**config.mk**
```make
export PLATFORM = sky130hd
export DESIGN_NAME = serial_subtractor_flat
export DESIGN_NICKNAME = d
export VERILOG_FILES = /design/src/rtl/serial_subtractor_if.sv /design/src/rtl/serial_subtractor.sv /design/src/flat_wrapper.sv
export SDC_FILE = /design/constraint.sdc
export NUM_CORES = 1
export LEC_CHECK = 0
export CAP_MARGIN = 20
export CORE_ASPECT_RATIO = 1.75
export CORE_MARGIN = 1.5
export CORE_UTILIZATION = 45
export DETAILED_ROUTE_END_ITERATION = 10
export PLACE_DENSITY = 0.7
export SYNTH_ARGS = -nofsm -noshare
export SYNTH_HDL_FRONTEND = slang
export SYNTH_SLANG_ARGS = --single-unit
```
**constraint.sdc**
```tcl
create_clock -name clk -period 1.65 [get_ports clk]
set_clock_uncertainty 0.05 [all_clocks]
set_input_delay 0.165 -clock clk [delete_from_list [all_inputs] [get_ports clk]]
set_output_delay 0.165 -clock clk [all_outputs]
set_load 0.05 [all_outputs]
```
**src/rtl/serial_subtractor_if.sv**
```systemverilog
// Operand/result bundle between a controller and the bit-serial subtractor.
// Latency: n/a (wires only).
// Backpressure: the controller may only launch a start while ready is high.
interface serial_subtractor_if #(
    parameter int WIDTH = 4
);
    logic             start;
    logic [WIDTH-1:0] a;
    logic [WIDTH-1:0] b;
    logic             bin;
    logic             ready;
    logic [WIDTH-1:0] diff;
    logic             bout;
    logic             done;

    // controller side
    modport master (
        output start, a, b, bin,
        input  ready, diff, bout, done
    );

    // subtractor side
    modport slave (
        input  start, a, b, bin,
        output ready, diff, bout, done
    );
endinterface

```
**src/rtl/serial_subtractor.sv**
```systemverilog
// Bit-serial subtractor: diff = a - b - bin, LSB first, one full-subtractor step per clock.
// Latency: done pulses in the cycle after edge E0+WIDTH+1 (E0 = accepting edge); next start at E0+WIDTH+3.
// Backpressure: ready is low from acceptance until back in IDLE; start while busy is dropped, not queued.
module serial_subtractor #(
    parameter int WIDTH = 4
) (
    input  logic                 clk,
    input  logic                 rst,
    serial_subtractor_if.slave   sif
);
    localparam int CW = $clog2(WIDTH + 1);
    // The counter runs 0..WIDTH: WIDTH bit steps, then one step that commits the result.
    localparam logic [CW-1:0] LAST = CW'(WIDTH);

    typedef enum logic [1:0] {IDLE, SHIFT, DONE} state_t;

    state_t           state_q;
    state_t           state_d;
    logic [WIDTH-1:0] a_q;
    logic [WIDTH-1:0] b_q;
    logic [WIDTH-1:0] r_q;
    logic             br_q;
    logic [CW-1:0]    cnt_q;
    logic [WIDTH-1:0] diff_q;
    logic             bout_q;

    // One full-subtractor cell working on the current LSBs and the running borrow.
    logic a0, b0, d_bit, br_next;
    assign a0      = a_q[0];
    assign b0      = b_q[0];
    assign d_bit   = a0 ^ b0 ^ br_q;
    assign br_next = (~a0 & b0) | (~(a0 ^ b0) & br_q);

    // Outputs are pure functions of registers: no input-to-output combinational path.
    assign sif.ready = (state_q == IDLE);
    assign sif.done  = (state_q == DONE);
    assign sif.diff  = diff_q;
    assign sif.bout  = bout_q;

    // Next-state decode.
    always_comb begin
        state_d = state_q;
        case (state_q)
            IDLE:    if (sif.start)     state_d = SHIFT;
            SHIFT:   if (cnt_q == LAST) state_d = DONE;
            DONE:                       state_d = IDLE;
            default:                    state_d = IDLE;
        endcase
    end

    // State, datapath shift registers and held result; reset aborts any operation in flight.
    always_ff @(posedge clk) begin
        if (rst) begin
            state_q <= IDLE;
            a_q     <= '0;
            b_q     <= '0;
            r_q     <= '0;
            br_q    <= 1'b0;
            cnt_q   <= '0;
            diff_q  <= '0;
            bout_q  <= 1'b0;
        end else begin
            state_q <= state_d;
            case (state_q)
                IDLE: begin
                    if (sif.start) begin
                        a_q   <= sif.a;
                        b_q   <= sif.b;
                        br_q  <= sif.bin;
                        cnt_q <= '0;
                    end
                end
                SHIFT: begin
                    if (cnt_q != LAST) begin
                        a_q   <= a_q >> 1;
                        b_q   <= b_q >> 1;
                        r_q   <= {d_bit, r_q[WIDTH-1:1]};
                        br_q  <= br_next;
                        cnt_q <= cnt_q + CW'(1);
                    end else begin
                        // All bits done: publish on the edge that enters DONE.
                        diff_q <= r_q;
                        bout_q <= br_q;
                    end
                end
                default: ;
            endcase
        end
    end
endmodule
```
**src/flat_wrapper.sv**
```systemverilog
// flat-port wrapper written by rule: the top's interface ports become plain ports
module serial_subtractor_flat 
#(
    parameter int WIDTH = 4
)
  (clk, rst, sif_start, sif_a, sif_b, sif_bin, sif_ready, sif_diff, sif_bout, sif_done);
  serial_subtractor_if #(.WIDTH(WIDTH)) sif_i ();
  input  logic clk;
  input  logic rst;
  input wire logic [$bits(sif_i.start)-1:0] sif_start;
  input wire logic [$bits(sif_i.a)-1:0] sif_a;
  input wire logic [$bits(sif_i.b)-1:0] sif_b;
  input wire logic [$bits(sif_i.bin)-1:0] sif_bin;
  output wire logic [$bits(sif_i.ready)-1:0] sif_ready;
  output wire logic [$bits(sif_i.diff)-1:0] sif_diff;
  output wire logic [$bits(sif_i.bout)-1:0] sif_bout;
  output wire logic [$bits(sif_i.done)-1:0] sif_done;
  assign sif_i.start = sif_start;
  assign sif_i.a = sif_a;
  assign sif_i.b = sif_b;
  assign sif_i.bin = sif_bin;
  assign sif_ready = sif_i.ready;
  assign sif_diff = sif_i.diff;
  assign sif_bout = sif_i.bout;
  assign sif_done = sif_i.done;
  serial_subtractor #(.WIDTH(WIDTH)) u_core (.clk(clk), .rst(rst), .sif(sif_i));
endmodule
```
Word-level counts from Yosys, hierarchy flattened
Cells that the tools add are included.
{"block": "totals", "word_cells": 45, "inputBits": 12, "output_inout_bits": 7, "regBits": 23}
{"block": "op_classes", "n_eq_ne": 7, "n_bitwise": 8, "n_mux": 15, "n_reduce_logical": 6, "add_sub_neg": 1}
{"operator": "two-way mux 4 bit", "n": 4}
{"operator": "one-hot mux 4 bit (2 select lines)", "n": 2}
{"operator": "two-way mux 3 bit", "n": 2}
{"operator": "one-hot mux 3 bit (2 select lines)", "n": 1}
{"operator": "AND reduction 2 bit", "n": 3}
{"operator": "two-way mux 2 bit", "n": 2}
{"operator": "inequality test 2 x 1 -> 1 bit, second input constant", "n": 2}
{"operator": "one-hot mux 2 bit (2 select lines)", "n": 1}
{"operator": "adder 3 x 1 -> 3 bit, second input constant", "n": 1}
{"operator": "equality test 3 bit, second input constant", "n": 1}
{"operator": "inequality test 3 bit, second input constant", "n": 1}
{"operator": "inverter 1 bit", "n": 3}
{"operator": "AND reduction 3 bit", "n": 1}
{"operator": "AND 1 bit", "n": 2}
{"operator": "equality test 2 x 1 -> 1 bit, second input constant", "n": 1}
{"operator": "equality test 2 bit, second input constant", "n": 1}
{"operator": "logical NOT 2 bit", "n": 1}
{"operator": "two-way mux 1 bit", "n": 2}
{"operator": "inequality test 2 bit, second input constant", "n": 1}
{"operator": "one-hot mux 1 bit (2 select lines)", "n": 1}
{"operator": "nonzero test 2 bit", "n": 1}
{"operator": "bitwise XOR 1 bit", "n": 2}
{"operator": "OR 1 bit", "n": 1}

Logic depth before layout (Yosys ltp)
{"block": "logic_depth", "depth_word": 6, "depth_mapped": 5, "mapped_depth_nobuf": 5}

Worst setup path after synthesis
Ideal clock, no wire load.
{"block": "synth_timing", "path_type": "register to output", "start": "reg u_core.state_q[1]", "end": "out sif_done", "stages_incl_launch_ff": 2, "required_time_ns": 1.435, "n_path_buf": 0, "arrival_ns": 1.132, "path_slack_ns": 0.303, "cell_sequence": "dfxtp_1 nor2b_1"}
{"block": "synth_via", "elab_chain_len": 1}
{"element": "start, declared", "line": "serial_subtractor.sv:17", "rtl": "state_t state_q;"}
{"element": "start signal, assigned", "line": "serial_subtractor.sv:63", "rtl": "state_q <= state_d;"}
{"element": "equality test 2 bit", "line": "serial_subtractor.sv:36", "rtl": "assign sif.done = (state_q == DONE);"}
{"element": "end, declared", "line": "flat_wrapper.sv:17", "rtl": "output wire logic [$bits(sif_i.done)-1:0] sif_done;"}
No other way between the ends.

Worst setup path after layout
{"block": "layout_timing", "start": "reg u_core.cnt_q[0]", "end": "reg u_core.b_q[1]"}
{"block": "layout_via", "elab_chain_len": 3}
{"element": "start, declared", "line": "serial_subtractor.sv:23", "rtl": "logic [CW-1:0] cnt_q;"}
{"element": "start signal, assigned", "line": "serial_subtractor.sv:79", "rtl": "cnt_q <= cnt_q + CW'(1);"}
{"element": "inequality test 3 bit", "line": "serial_subtractor.sv:74", "rtl": "if (cnt_q != LAST) begin"}
{"element": "inequality test 2 x 1 -> 1 bit (no source line)"}
{"element": "AND reduction 3 bit (no source line)"}
{"element": "end signal, assigned", "line": "serial_subtractor.sv:68", "rtl": "b_q <= sif.b;"}
{"element": "end signal, assigned", "line": "serial_subtractor.sv:76", "rtl": "b_q <= b_q >> 1;"}
{"element": "end, declared", "line": "serial_subtractor.sv:20", "rtl": "logic [WIDTH-1:0] b_q;"}
No other way between the ends.
A chain may end at the register's enable or synchronous reset.

==> run metrics <==
RePlAce Congestion 0.701; met2 usage 32.7%; Max-Cap Viols 0; num ports 19; top cells by area, synth dfxtp_1, mux2i_1, o2bb2ai_1; WP data required 1840 ps; GRT met3 Usage 2.02%; crit start category flip-flop; H-tree depth 1; clock sink count 23; first-pass GRT wire length 3200 um; most frequent cells in the layout dfxtp_1, mux2i_1, clkdlybuf4s50_1; busiest grt layer met2; worst skew pair latency 300 ps; maximum vdd drop 523 uV; area of the mapped netlist 1020 um^2; Syn. warnings 0; CTS clock-pin slew for the worst setup and hold paths 120 ps; Root Driver clkbuf_4; vias in the first global route 776; WL/cell 12.9 um; met1 Track Usage GR 17.9%; Crit. End Element flip-flop; Seq cells post-synth 23; TritonCTS clock tree done; # hold bufs at CTS 0; sequential fraction of the synthesis area 45.1%; Slew @ Worst Pin 476 ps; final WL 1790 um; Yosys cell types 30; Pre-antenna DRT Iters 2; Syn Area/Cell 10.6 um^2; fin crit share 90.6%; detailed placement HPWL 1420 um; Inst Count DP 135; gr usage total 17.3%; path type of the worst setup path flip-flop to flip-flop; drt via density 5.38; DR vias 748; number of inserted diodes 0; core footprint 2120 um^2; fin cells 139; Die ar. 2570 um^2; Overall Power 993 uW; WP data arrival 1680 ps; initial DRC count 14; RSZ-0062 raised after global routing no; ANT nets after route 0; Yosys top cell area share 45.1%; die extent in y 66.0 um; buffer count from post-CTS setup fixing 0; Min Clock Period, post-route 1490 ps; hold slack 401 ps; TNS Setup 0 ps; CTS Buffer Depth 2; commonest non-fill, non-tap cell in the layout dfxtp_1; Port Buffer Count 18; pin count of the biggest net entering global routing 15; Worst Hold Class primary input to flip-flop; Core Rows 22; Mapped Cells 96; Power Dens Cells 798 nW/um^2; outcome complete, no violations; total gr overflow 0; die width 39.0 um; P&R area growth vs syn 21.9%; initial antenna violation count 0; fin. max-slew vios 0; Total Nets Final 131; Setup violations, final 0; DRC errors left 0; FMAX 669 MHz; Starting Density 48.2%; cts bufs inserted 3; Mapped Nets 111; leakage dissipation 0.521 nW; layout cell share with drive strength beyond 1 18.3%; Final Hold Viols 0; CP max FO 8; Synth area leader dfxtp_1; post-CTS sizing 0; Rel. slew slack 67.8%
[routing by layer]
metal  vias up  part of all wire (%)
li1        382                     -
met1       348                    41
met2        16                    55
met3         2                   3.0
met4         0                   1.2
met5         -                     0
[power breakdown]
| group | internal, mW | switching [mW] |
|---|---|---|
| logic | 0.0746 | 0.0682 |
| registers | 0.580 | 0.0196 |
| clock network | 0.0902 | 0.161 |
| total | 0.744 | 0.249 |
[worst max-delay path, stage by stage, from the launching register on]
cell	delay [ps]
dfxtp_1	400
inv_1	60
ha_1	240
nand3_1	180
nand3b_1	270
o2bb2ai_1	230
[Yosys cell counts]
cell / instances
o21a_1: 1
o31ai_2: 1
nand2_1: 1
a21oi_4: 1
ha_1: 2
and2_1: 1
buf_2: 1
nand2b_2: 1
o21ai_1: 4
nand4b_1: 1
nor3b_1: 1
nor2b_1: 2
o21ba_4: 1
nor4b_1: 1
buf_6: 2
a22o_1: 2
fa_1: 1
nand4b_2: 1
nor2_1: 7
o2bb2ai_1: 7
inv_1: 5
a21oi_1: 7
a211oi_2: 2
mux2i_1: 11
clkbuf_2: 1
and2_4: 1
dfxtp_1: 23
nand3b_1: 1
clkbuf_1: 1
nand3_1: 5
[stage by stage]
step | setup slack [ps] | utilization, % | area [um^2]
6_report | 156 | 58.7 | 1240
5_1_grt | 4.54 | 58.7 | 1240
4_1_cts | 141 | 58.7 | 1240
3_5_place_dp | 174 | 57.4 | 1220
3_3_place_gp | 203 | 57.4 | 1220
2_1_floorplan | 303 | - | 1020
[logic make-up after synthesis]
logic type,share of synthesized area (%)
buf+inv,5.39
fa+ha+maj,4.41
simple gates,13.6
compound gates,20.7
flops,45.1
mux,10.8
[cell type report]
class | instances | area (um^2)
fillers | 183 | 875
clock inverters | 1 | 5.00
well taps | 24 | 30.0
clock buffers | 3 | 22.5
repair buffers | 20 | 203
flip-flops and latches | 23 | 460
multi-input cells | 63 | 505
inverters | 5 | 18.8
[state kept, by name (all words and copies together), names as in the netlist]
name / count
u_core.r_q: 4
u_core.b_q: 4
u_core.br_q: 1
u_core.sif.bout: 1
u_core.sif.diff: 4
u_core.a_q: 4
u_core.cnt_q: 3
u_core.state_q: 2
[path summary, 6_finish.rpt]
kind / start / end / slack (ps) / depth (start not counted)
max: u_core.cnt_q[0]$_SDFFE_PP0P_ / u_core.b_q[1]$_SDFFE_PP0P_ / 160 / 5
min reg2reg: u_core.a_q[1]$_SDFFE_PP0P_ / u_core.a_q[1]$_SDFFE_PP0P_ / 430 / 1
min: sif_a[3] / u_core.a_q[3]$_SDFFE_PP0P_ / 400 / 2
max reg2reg: u_core.cnt_q[0]$_SDFFE_PP0P_ / u_core.b_q[1]$_SDFFE_PP0P_ / 160 / 5
Power figures use the tool's default switching activity.
